**config.mk**
```make
export PLATFORM = sky130hd
export DESIGN_NAME = irq_request_ctrl
export DESIGN_NICKNAME = d
export VERILOG_FILES = /design/src/rtl/irq_pkg.sv /design/src/rtl/irq_line.sv /design/src/rtl/irq_request_ctrl.sv
export SDC_FILE = /design/constraint.sdc
export NUM_CORES = 1
export LEC_CHECK = 0
export ABC_CLOCK_PERIOD_IN_PS = 9150
export CAP_MARGIN = 25
export CORE_UTILIZATION = 51
export DETAILED_ROUTE_END_ITERATION = 10
export GPL_ROUTABILITY_DRIVEN = 0
export GPL_TIMING_DRIVEN = 0
export PLACE_DENSITY = 0.89
export SETUP_SLACK_MARGIN = 0.4
export SLEW_MARGIN = 10
export SYNTH_ARGS = -nofsm -noshare
export SYNTH_HDL_FRONTEND = slang
export SYNTH_SLANG_ARGS = --single-unit
```
**constraint.sdc**
```tcl
create_clock -name clk -period 9.15 [get_ports clk]
set_input_delay 2.745 -clock clk [delete_from_list [all_inputs] [get_ports clk]]
set_output_delay 2.745 -clock clk [all_outputs]
set_load 0.02 [all_outputs]
```
**src/rtl/irq_pkg.sv**
```systemverilog
// Shared definitions for the interrupt request controller: line-state encoding,
// PC vector addresses for interrupt1..3 and the default line count.
package irq_pkg;

  typedef enum logic [1:0] {
    IDLE = 2'd0,
    PEND = 2'd1,
    SERV = 2'd2
  } line_state_e;

  localparam int NUM_IRQ_DEF = 3;

  localparam logic [31:0] PC_VEC_IRQ1 = 32'h38;
  localparam logic [31:0] PC_VEC_IRQ2 = 32'h70;
  localparam logic [31:0] PC_VEC_IRQ3 = 32'hA8;

endpackage

```
**src/rtl/irq_line.sv**
```systemverilog
// One interrupt line: input synchroniser, rising-edge detector, request FSM and
// the again-flag that remembers a single edge arriving while in service.
import irq_pkg::*;

module irq_line #(
  parameter int SYNC_STAGES = 2
) (
  input  logic clk,
  input  logic clr_n,
  input  logic irq_in,
  input  logic irq_mask,
  input  logic running,
  input  logic done,
  output logic req,
  output logic pending,
  output logic in_service,
  output logic lost,
  output logic done_ok,
  output logic err
);

  logic [SYNC_STAGES-1:0] sync_q;
  logic                   prev_q;
  logic                   running_prev_q;
  logic                   again_q, again_d;
  line_state_e            state_q, state_d;
  logic                   evt;

  assign evt = sync_q[SYNC_STAGES-1] & ~prev_q;

  always_ff @(posedge clk or negedge clr_n) begin
    if (!clr_n) begin
      sync_q         <= '0;
      prev_q         <= 1'b0;
      running_prev_q <= 1'b0;
      again_q        <= 1'b0;
      state_q        <= IDLE;
    end else begin
      sync_q         <= {sync_q[SYNC_STAGES-2:0], irq_in};
      prev_q         <= sync_q[SYNC_STAGES-1];
      running_prev_q <= running;
      again_q        <= again_d;
      state_q        <= state_d;
    end
  end

  always_comb begin
    state_d = state_q;
    again_d = again_q;
    lost    = 1'b0;
    done_ok = 1'b0;
    err     = 1'b0;
    case (state_q)
      IDLE: begin
        if (evt) state_d = PEND;
        if (done || (running && !running_prev_q)) err = 1'b1;
      end
      PEND: begin
        if (done) err = 1'b1;
        if (running) begin
          state_d = SERV;
          again_d = evt;
        end else if (evt) begin
          lost = 1'b1;
        end
      end
      SERV: begin
        if (done) begin
          // An edge coinciding with done counts as the again edge; a second
          // outstanding edge on top of a set again-flag is lost.
          done_ok = 1'b1;
          again_d = 1'b0;
          state_d = (again_q || evt) ? PEND : IDLE;
          lost    = again_q & evt;
        end else if (evt) begin
          if (again_q) lost = 1'b1;
          else         again_d = 1'b1;
        end
      end
      default: begin
        state_d = IDLE;
        again_d = 1'b0;
      end
    endcase
  end

  assign pending    = (state_q == PEND);
  assign in_service = (state_q == SERV);
  assign req        = pending & ~irq_mask;

endmodule

```
**src/rtl/irq_request_ctrl.sv**
```systemverilog
// Interrupt request controller: NUM_IRQ independent lines plus the shared
// lost-edge counter, sticky protocol error and (with IRQ_STATS_EN) service counters.
import irq_pkg::*;

module irq_request_ctrl #(
  parameter int NUM_IRQ     = NUM_IRQ_DEF,
  parameter int SYNC_STAGES = 2,
  parameter int LOST_W      = 8
) (
  input  logic                  clk,
  input  logic                  clr_n,
  input  logic [NUM_IRQ-1:0]    irq_in,
  input  logic [NUM_IRQ-1:0]    irq_mask,
  input  logic [NUM_IRQ-1:0]    interrupt_running,
  input  logic [NUM_IRQ-1:0]    interrupt_done,
  output logic [NUM_IRQ-1:0]    interrupt_req,
  output logic [NUM_IRQ-1:0]    irq_pending,
  output logic [NUM_IRQ-1:0]    irq_in_service,
  output logic [LOST_W-1:0]     lost_cnt,
  output logic                  proto_err,
  output logic [NUM_IRQ*16-1:0] serviced_cnt
);

  logic [NUM_IRQ-1:0] lost_vec;
  logic [NUM_IRQ-1:0] done_ok_vec;
  logic [NUM_IRQ-1:0] err_vec;
  logic [LOST_W-1:0]  lost_cnt_q, lost_cnt_d;
  logic               proto_err_q;

  genvar gi;
  generate
    for (gi = 0; gi < NUM_IRQ; gi++) begin : g_line
      irq_line #(
        .SYNC_STAGES(SYNC_STAGES)
      ) u_line (
        .clk        (clk),
        .clr_n      (clr_n),
        .irq_in     (irq_in[gi]),
        .irq_mask   (irq_mask[gi]),
        .running    (interrupt_running[gi]),
        .done       (interrupt_done[gi]),
        .req        (interrupt_req[gi]),
        .pending    (irq_pending[gi]),
        .in_service (irq_in_service[gi]),
        .lost       (lost_vec[gi]),
        .done_ok    (done_ok_vec[gi]),
        .err        (err_vec[gi])
      );
    end
  endgenerate

  // Saturate per added edge so any number of simultaneous losses is safe.
  always_comb begin
    lost_cnt_d = lost_cnt_q;
    for (int i = 0; i < NUM_IRQ; i++) begin
      if (lost_vec[i] && (lost_cnt_d != {LOST_W{1'b1}}))
        lost_cnt_d = lost_cnt_d + {{(LOST_W-1){1'b0}}, 1'b1};
    end
  end

  always_ff @(posedge clk or negedge clr_n) begin
    if (!clr_n) begin
      lost_cnt_q  <= '0;
      proto_err_q <= 1'b0;
    end else begin
      lost_cnt_q  <= lost_cnt_d;
      proto_err_q <= proto_err_q | (|err_vec);
    end
  end

  assign lost_cnt  = lost_cnt_q;
  assign proto_err = proto_err_q;

`ifdef IRQ_STATS_EN
  generate
    for (gi = 0; gi < NUM_IRQ; gi++) begin : g_stats
      logic [15:0] svc_q;
      always_ff @(posedge clk or negedge clr_n) begin
        if (!clr_n)               svc_q <= 16'd0;
        else if (done_ok_vec[gi]) svc_q <= svc_q + 16'd1;
      end
      assign serviced_cnt[16*gi +: 16] = svc_q;
    end
  endgenerate
`else
  logic stats_unused;
  assign stats_unused = |done_ok_vec;
  assign serviced_cnt = '0;
`endif

endmodule

```
==> metrics.md, run 1 <==
| Metric | Value |
|---|---|
| Chip Width | between 70 and 80 um |
| Iter 0 DRT Violations | slightly below 100 |
| R2r endpoint | lost_cnt[6] |
| Outcome | completed |
| Clk slew on worst S/H paths | 0.06 ns |
| Post-Synth Simple-Gate Area | roughly a fifth |
| Share of synthesized flip-flops with an asynchronous set or reset | 100.0% |
| Least-Margin Pin Slew | between 0.6 and 0.7 ns |
| Hold_ws | around 0.35 ns |
| Final count of hold timing violations | 0 |
| Peak supply drop | about 0.11 mV |
| Largest net degree at the start of global routing | 31 |
| Resized cells post-CTS | 0 |
| Avg Inst Size Synth | approximately 8.7 um2 |
| R2r setup slk | around 5.2 ns |
| # hold bufs at CTS | 0 |
| Sw power | between 0.0003 and 0.0004 W |
| Slowest cell on the critical path | clkdlybuf4s50_1 |
| First-pass GRT wire length | approximately 8700 um |
| Area leader, netlist | dfrtp_1 |
| Setup TNS | 0 ns |
| Synth cell count leaders | 58 x buf_4, 30 x dfrtp_1, 25 x nand2_1, 22 x a21oi_1, 20 x nor2_1 |
| Clock sink total | 30 |
| Initial antenna violation count | 0 |
| Post-Synth Adder-Cell Area | 6.880% |
| Pwr/cell area | about 220 nW/um2 |
| DIE AREA | roughly 5300 um2 |
| Final slew viol count | 0 |
| CTS tree | built |
| Largest family of logic cells by synthesized area | buffers and inverters |
| Vias in the first global route | about 2000 |
| Compound-Gate Fraction of Synth Area | between 10% and 20% |
| WL final | 5274 um |
| I/O Buffers | 31 |
| HP Class | reg -> reg |
| Seq pwr share | around 27% |
| Worst hold path endpoint | g_line[1].u_line.sync_q[1] |
| Cell area after synthesis | roughly 2500 um2 |
| Crit path max-delay family | buffers and inverters |
| Worst hold stages | 0 |
| FP Rows | 25 |
| Synth unique cells | just over 50 |
| Slew Limit Headroom | a little under three fifths |
| Syn-to-layout area delta | 25.45% |
| Layout cells sized above 1 | slightly above 20% |
| Post-DRT Antenna Nets | 0 |
| Final worst path period share | ~73% |
| DRC | 0 |
| Max Cap Violations | 0 |
| Worst r2r path cells | 16 |
| DP Wirelength | 4152 um |
| Critical path class | in -> out |
| TritonCTS Buffers | 5 |
| CTS H-tree lvls | 2 |
| LEAKAGE | around 1.5 nW |
| Yosys warnings | 0 |
| Multiplexer share of the synthesized area | 4.079% |
| Startpoint types | primary input |
| Post-route minimum period | 6.675 ns |
| Crit path largest cell delay | between 0.5 and 0.6 ns |
| Cell mode on critical path | clkdlybuf4s50_1 |
| Post-synth EDFFs | 0 |
| Xor and xnor area share after synthesis | 3.784% |
| Sequential area share after synthesis | 29.48% |
| CP arrival | 3.93 ns |
| Clock power share | between 10% and 20% |
| Critical path buffers and inverters | 3 |
| Wirelength per Cell | about 12 um |
| CP required | about 6.4 ns |
| Post-CTS Setup Inserts | 0 |
| Area contributors post-synth | dfrtp_1 29%, buf_4 17%, ha_1 6.9% |
| Final Skew | around 0.0075 ns |
| Root buf cell | clkbuf_8 |
| Sw Ratio | a little over two fifths |
| Seq cells post-synth | 30 |
| HP Start | g_line[1].u_line.sync_q[0] |
| IO Pins | 80 |
| Crit path cell chain | clkdlybuf4s50_1 -> nor2b_1 -> buf_4 -> clkdlybuf4s50_1 |
| Detailed Routing Iterations Pass 1 | 5 |
| Power Internal | around 0.00040 W |
| Max Freq | ~150 MHz |
| Post-synth top flop | dfrtp_1 |
| Synth Instances | roughly 300 |
| Die Ht | between 70 and 80 um |
| Top-count cell post-synth | buf_4 |
| Grt total ovfl | 0 |
| RSZ-0062 raised after global routing | no |
| Vias per Instance | between 4 and 5 |
| FF-to-FF Start | g_line[0].u_line.state_q[1] |
| Maximum buffer depth of the clock tree | 2 |
| Share of the synthesized area in the top cell type | between 20% and 30% |
| Worst Setup End Kind | output pin |
| Initial Util | a little over half |
| Crit-path max FO | 1 |
| Final setup fails | 0 |
| Power share of the combinational group | 58.8% |
| GRT Total Usage | a little over a fifth |
| Vias | 2146 |
| Worst skew pair latency | between 0.2 and 0.3 ns |
| Core area | roughly 4800 um2 |
| ANT cells | 0 |
| # nets final | between 400 and 500 |
worst reg2reg max path, delay by kind of cell (launching register included):
family                     cells  cell delay [ns]
AOI/OAI and AO/OA              5             1.22
DFF                            1             0.41
adders and majority gates      2             0.50
buffers and inverters          3             0.40
xor gates and xnor gates       1             0.22
muxes                          1             0.25
and+or+nand+nor                4             0.91
routing by layer:
| metal | GRT usage (%) | up-vias | wire, um |
|---|---|---|---|
| met3 | 4.834 | 16 | 206 |
| met1 | 24.67 | 991 | 2190 |
| li1 | - | 1081 | - |
| met4 | 11.11 | 0 | 172 |
| met5 | 0 | - | 0 |
| met2 | 37.18 | 58 | 2705 |
power by group through the flow:
stage,clock network (W),logic [W],registers (W)
after floorplan,0,0.000293,0.000198
after global placement,0,0.000401,0.000190
after detailed placement,0,0.000415,0.000192
after CTS,0.000105,0.000418,0.000191
after global routing,0.000111,0.000465,0.000194
final,0.000103,0.000420,0.000191
placed cells by master, fill, tap and decap left out, drive strengths merged, types with 5 or more instances in the layout:
master,n
a21oi,23
buf,60
clkbuf,6
clkdlybuf4s50,30
conb,48
dfrtp,30
ha,14
inv,15
mux2i,7
nand2,25
nand2b,8
nand3,8
nand4,7
nor2,20
nor2b,5
o21ai,8
xnor2,9
kinds of logic (layout without fill, tap and decap cells):
| group | after synthesis | after routing |
|---|---|---|
| and+or+nand+nor | 94 | 94 |
| muxes | 10 | 10 |
| buffers and inverters | 74 | 111 |
| AOI/OAI and AO/OA | 60 | 60 |
| other | 1 | 48 |
| adders and majority gates | 14 | 14 |
| DFF | 30 | 30 |
| xor gates and xnor gates | 11 | 11 |
per-stage QoR:
| stage | power (W) | area (um2) | std cells | setup WS, ns | utilization (%) |
|---|---|---|---|---|---|
| 6_report | 0.0007152 | 3194 | 445 | 2.475 | 67.18 |
| 5_1_grt | 0.0007704 | 3194 | 445 | 2.418 | 67.18 |
| 4_1_cts | 0.0007133 | 3194 | 445 | 2.469 | 67.18 |
| 3_5_place_dp | 0.0006069 | 3112 | 439 | 2.469 | 65.45 |
| 3_3_place_gp | 0.0005911 | 3117 | 439 | 2.464 | 65.55 |
| 2_1_floorplan | 0.0004908 | 2723 | 341 | 3.436 | - |
how the worst max path moves through the flow:
stage          slack (ns)  cells past startpoint        start          endpoint
6_report             2.48                      4  irq_mask[2]  interrupt_req[2]
5_1_grt              2.42                      4  irq_mask[0]  interrupt_req[0]
4_1_cts              2.47                      4  irq_mask[2]  interrupt_req[2]
3_5_place_dp         2.47                      4  irq_mask[2]  interrupt_req[2]
3_3_place_gp         2.46                      4  irq_mask[2]  interrupt_req[2]
2_1_floorplan        3.44                      2  irq_mask[2]  interrupt_req[2]
flip-flops by register name (all words and copies together), names as in the netlist:
signal,count
g_line.u_line.prev_q,3
g_line.u_line.state_q,6
g_line.u_line.running_prev_q,3
proto_err,1
g_line.u_line.again_q,3
lost_cnt,8
g_line.u_line.sync_q,6
cell type report:
cell class                      count  area, um2
Fill cell                         398       1560
Multi-Input combinational cell    237       1475
Sequential cell                    30      750.7
Buffer                             59      440.4
Timing Repair Buffer               31      305.3
Tap cell                           67      83.83
Clock buffer                        6      82.58
Inverter                           15      56.30
Note: power is estimated with default switching activity, not from simulation.
==> inputs of run 2 (changes only) <==
--- a/config.mk
+++ b/config.mk
@@ -5,13 +5,13 @@
 export SDC_FILE = /design/constraint.sdc
 export NUM_CORES = 1
 export LEC_CHECK = 0
-export ABC_CLOCK_PERIOD_IN_PS = 9150
+export ABC_CLOCK_PERIOD_IN_PS = 5450
 export CAP_MARGIN = 25
-export CORE_UTILIZATION = 51
+export CORE_UTILIZATION = 43
 export DETAILED_ROUTE_END_ITERATION = 10
 export GPL_ROUTABILITY_DRIVEN = 0
 export GPL_TIMING_DRIVEN = 0
-export PLACE_DENSITY = 0.89
+export PLACE_DENSITY = 0.8
 export SETUP_SLACK_MARGIN = 0.4
 export SLEW_MARGIN = 10
 export SYNTH_ARGS = -nofsm -noshare
==> constraint.sdc (replaced) <==
create_clock -name clk -period 5.45 [get_ports clk]
set_input_delay 1.635 -clock clk [delete_from_list [all_inputs] [get_ports clk]]
set_output_delay 1.635 -clock clk [all_outputs]
set_load 0.02 [all_outputs]
==> metrics.md, run 2 (same netlist as run 1, synthesis figures left out) <==
| Metric | Value |
|---|---|
| Die Ht | 78.95 um |
| Vias per Instance | approximately 4.7 |
| Layout cells sized above 1 | a little over a fifth |
| Max reg flops | 8 |
| Final count of hold timing violations | 0 |
| Largest net degree at the start of global routing | 31 |
| Detailed Routing Iterations Pass 1 | 4 |
| Crit path max-delay family | compound AO/OA/AOI/OAI gates |
| GRT Total Usage | approximately 17% |
| Initial Util | between 40% and 50% |
| Sw Ratio | between 40% and 50% |
| Placed instance count | between 400 and 500 |
| R2r setup slk | 1.83 ns |
| Clock sink total | 30 |
| I/O Buffers | 31 |
| CTS tree | built |
| Core area | between 5000 and 6000 um2 |
| Wirelength per Cell | about 11 um |
| Worst skew pair latency | 0.28 ns |
| IO Pins | 80 |
| Root buf cell | clkbuf_8 |
| DRC | 0 |
| Grt total ovfl | 0 |
| Crit-path max FO | 7 |
| Outcome | completed |
| Max Freq | around 210 MHz |
| Post-Layout Cell Count | 452 |
| Syn-to-layout area delta | 26.58% |
| Crit path largest cell delay | roughly 0.50 ns |
| TritonCTS Buffers | 5 |
| Clock power share | approximately 15% |
| Peak supply drop | roughly 0.17 mV |
| # nets final | about 410 |
| RSZ-0062 raised after global routing | no |
| Slowest cell on the critical path | clkdlybuf4s50_1 |
| CP required | about 5.6 ns |
| DIE AREA | about 6200 um2 |
| Clk slew on worst S/H paths | 0.07 ns |
| Maximum buffer depth of the clock tree | 2 |
| FP Rows | 27 |
| Final setup fails | 0 |
| DP Wirelength | 3903 um |
| ANT cells | 0 |
| Most frequent cells in the layout | 58 x buf_4, 48 x conb_1, 30 x dfrtp_1, 30 x clkdlybuf4s50_1, 25 x nand2_1 |
| Final worst path period share | about 87% |
| Crit path cell chain | clkdlybuf4s50_1 -> nand2b_2 -> a21oi_4 -> nand2_1 -> xnor2_1 -> inv_1 -> ha_1 -> a21boi_1 -> nand4_1 -> or4_1 -> buf_2 -> a21boi_4 -> o21ba_4 -> a41oi_2 -> mux2i_1 |
| Sw power | around 0.00053 W |
| Setup TNS | 0 ns |
| First-pass GRT wire length | slightly above 8000 um |
| Commonest non-fill, non-tap cell in the layout | buf_4 |
| WL final | 4906 um |
| CTS H-tree lvls | 2 |
| Worst Setup End Kind | flop |
| Post-DRT Antenna Nets | 0 |
| Power share of the combinational group | 58.5% |
| Final Skew | 0.006457 ns |
| Iter 0 DRT Violations | between 60 and 70 |
| HP Class | reg -> reg |
| Pwr/cell area | around 380 nW/um2 |
| Critical path buffers and inverters | 3 |
| Power Internal | between 0.0006 and 0.0007 W |
| Vias | roughly 2100 |
| Final slew viol count | 0 |
| Critical path class | in -> reg |
| Post-route minimum period | around 4.7 ns |
| Slew Limit Headroom | a little under three fifths |
| Startpoint types | primary input |
| CP arrival | around 4.9 ns |
| Least-Margin Pin Slew | around 0.67 ns |
| Seq pwr share | 26.3% |
| Max Cap Violations | 0 |
| # hold bufs at CTS | 0 |
| LEAKAGE | 1.523 nW |
| Vias in the first global route | 1908 |
| Chip Width | a little under 80 um |
| Initial antenna violation count | 0 |
| # fillers | between 500 and 600 |
-- run 2: metrics by stage --
stage,setup WS [ns],area (um2),power [W],util [%],hold slack [ns]
finish,0.7333,3223,0.001210,57.47,0.3492
global route,0.4132,3223,0.001311,57.47,0.3544
detailed placement,0.2498,3118,0.001015,55.60,0.3364
CTS,0.5285,3209,0.001205,57.23,0.3514
global placement,0.2952,3123,0.0009968,55.69,0.3353
floorplan,1.106,2723,0.0008240,-,0.3312
-- run 2: path summary, 6_finish.rpt --
path,start,endpoint,cells past startpoint
min,g_line[1].u_line.sync_q[0],g_line[1].u_line.sync_q[1],0
min reg2reg,g_line[1].u_line.sync_q[0],g_line[1].u_line.sync_q[1],0
max in group asynchronous,clr_n,g_line[2].u_line.state_q[0],1
max,interrupt_running[0],lost_cnt[6],15
max reg2reg,g_line[0].u_line.state_q[0],lost_cnt[6],16
min in group asynchronous,clr_n,g_line[0].u_line.sync_q[0],1
-- run 2: layout make-up --
cell class	count	area (um2)	share of cell area, %
buffer	59	440.4	13.66
clock buffer	7	86.33	2.679
clock inverter	1	5.005	0.1553
inverter	15	56.30	1.747
multi-input combinational	237	1489	46.20
sequential	30	750.7	23.29
tap	72	90.09	2.795
timing repair buffer	31	305.3	9.472
-- run 2: worst register-to-register path, stage by stage (launching register included) --
cell and delay [ns]:
dfrtp_1 0.39, inv_1 0.09, ha_1 0.30, nand3b_1 0.23
a21oi_4 0.24, nand2_1 0.12, xnor2_1 0.19, inv_1 0.10
ha_1 0.19, a21boi_1 0.20, nand4_1 0.10, or4_1 0.39
buf_2 0.19, a21boi_4 0.16, o21ba_4 0.25, a41oi_2 0.17
mux2i_1 0.22
-- run 2: what timing repair did --
item | in CTS | in global routing
endpoints found under the setup margin | 0 | 8
resized for setup | 0 | 4
buffers inserted | 0 | 0
-- run 2: power by group through the flow --
stage / sequential (W) / combinational, W / clock, W
CTS: 0.000318 / 0.000698 / 0.000190
global placement: 0.000319 / 0.000677 / 0
global route: 0.000327 / 0.000785 / 0.000199
detailed placement: 0.000321 / 0.000694 / 0
floorplan: 0.000333 / 0.000491 / 0
finish: 0.000318 / 0.000707 / 0.000185
-- run 2: routing by layer --
layer,track usage (%),vias to the layer above,routed length [um],share of wire [%]
met3,3.448,6,294,6.0
met1,19.83,963,2133,43
met5,0,-,0,0
met4,5.636,0,53,1.1
li1,-,1083,-,-
met2,29.74,71,2424,49
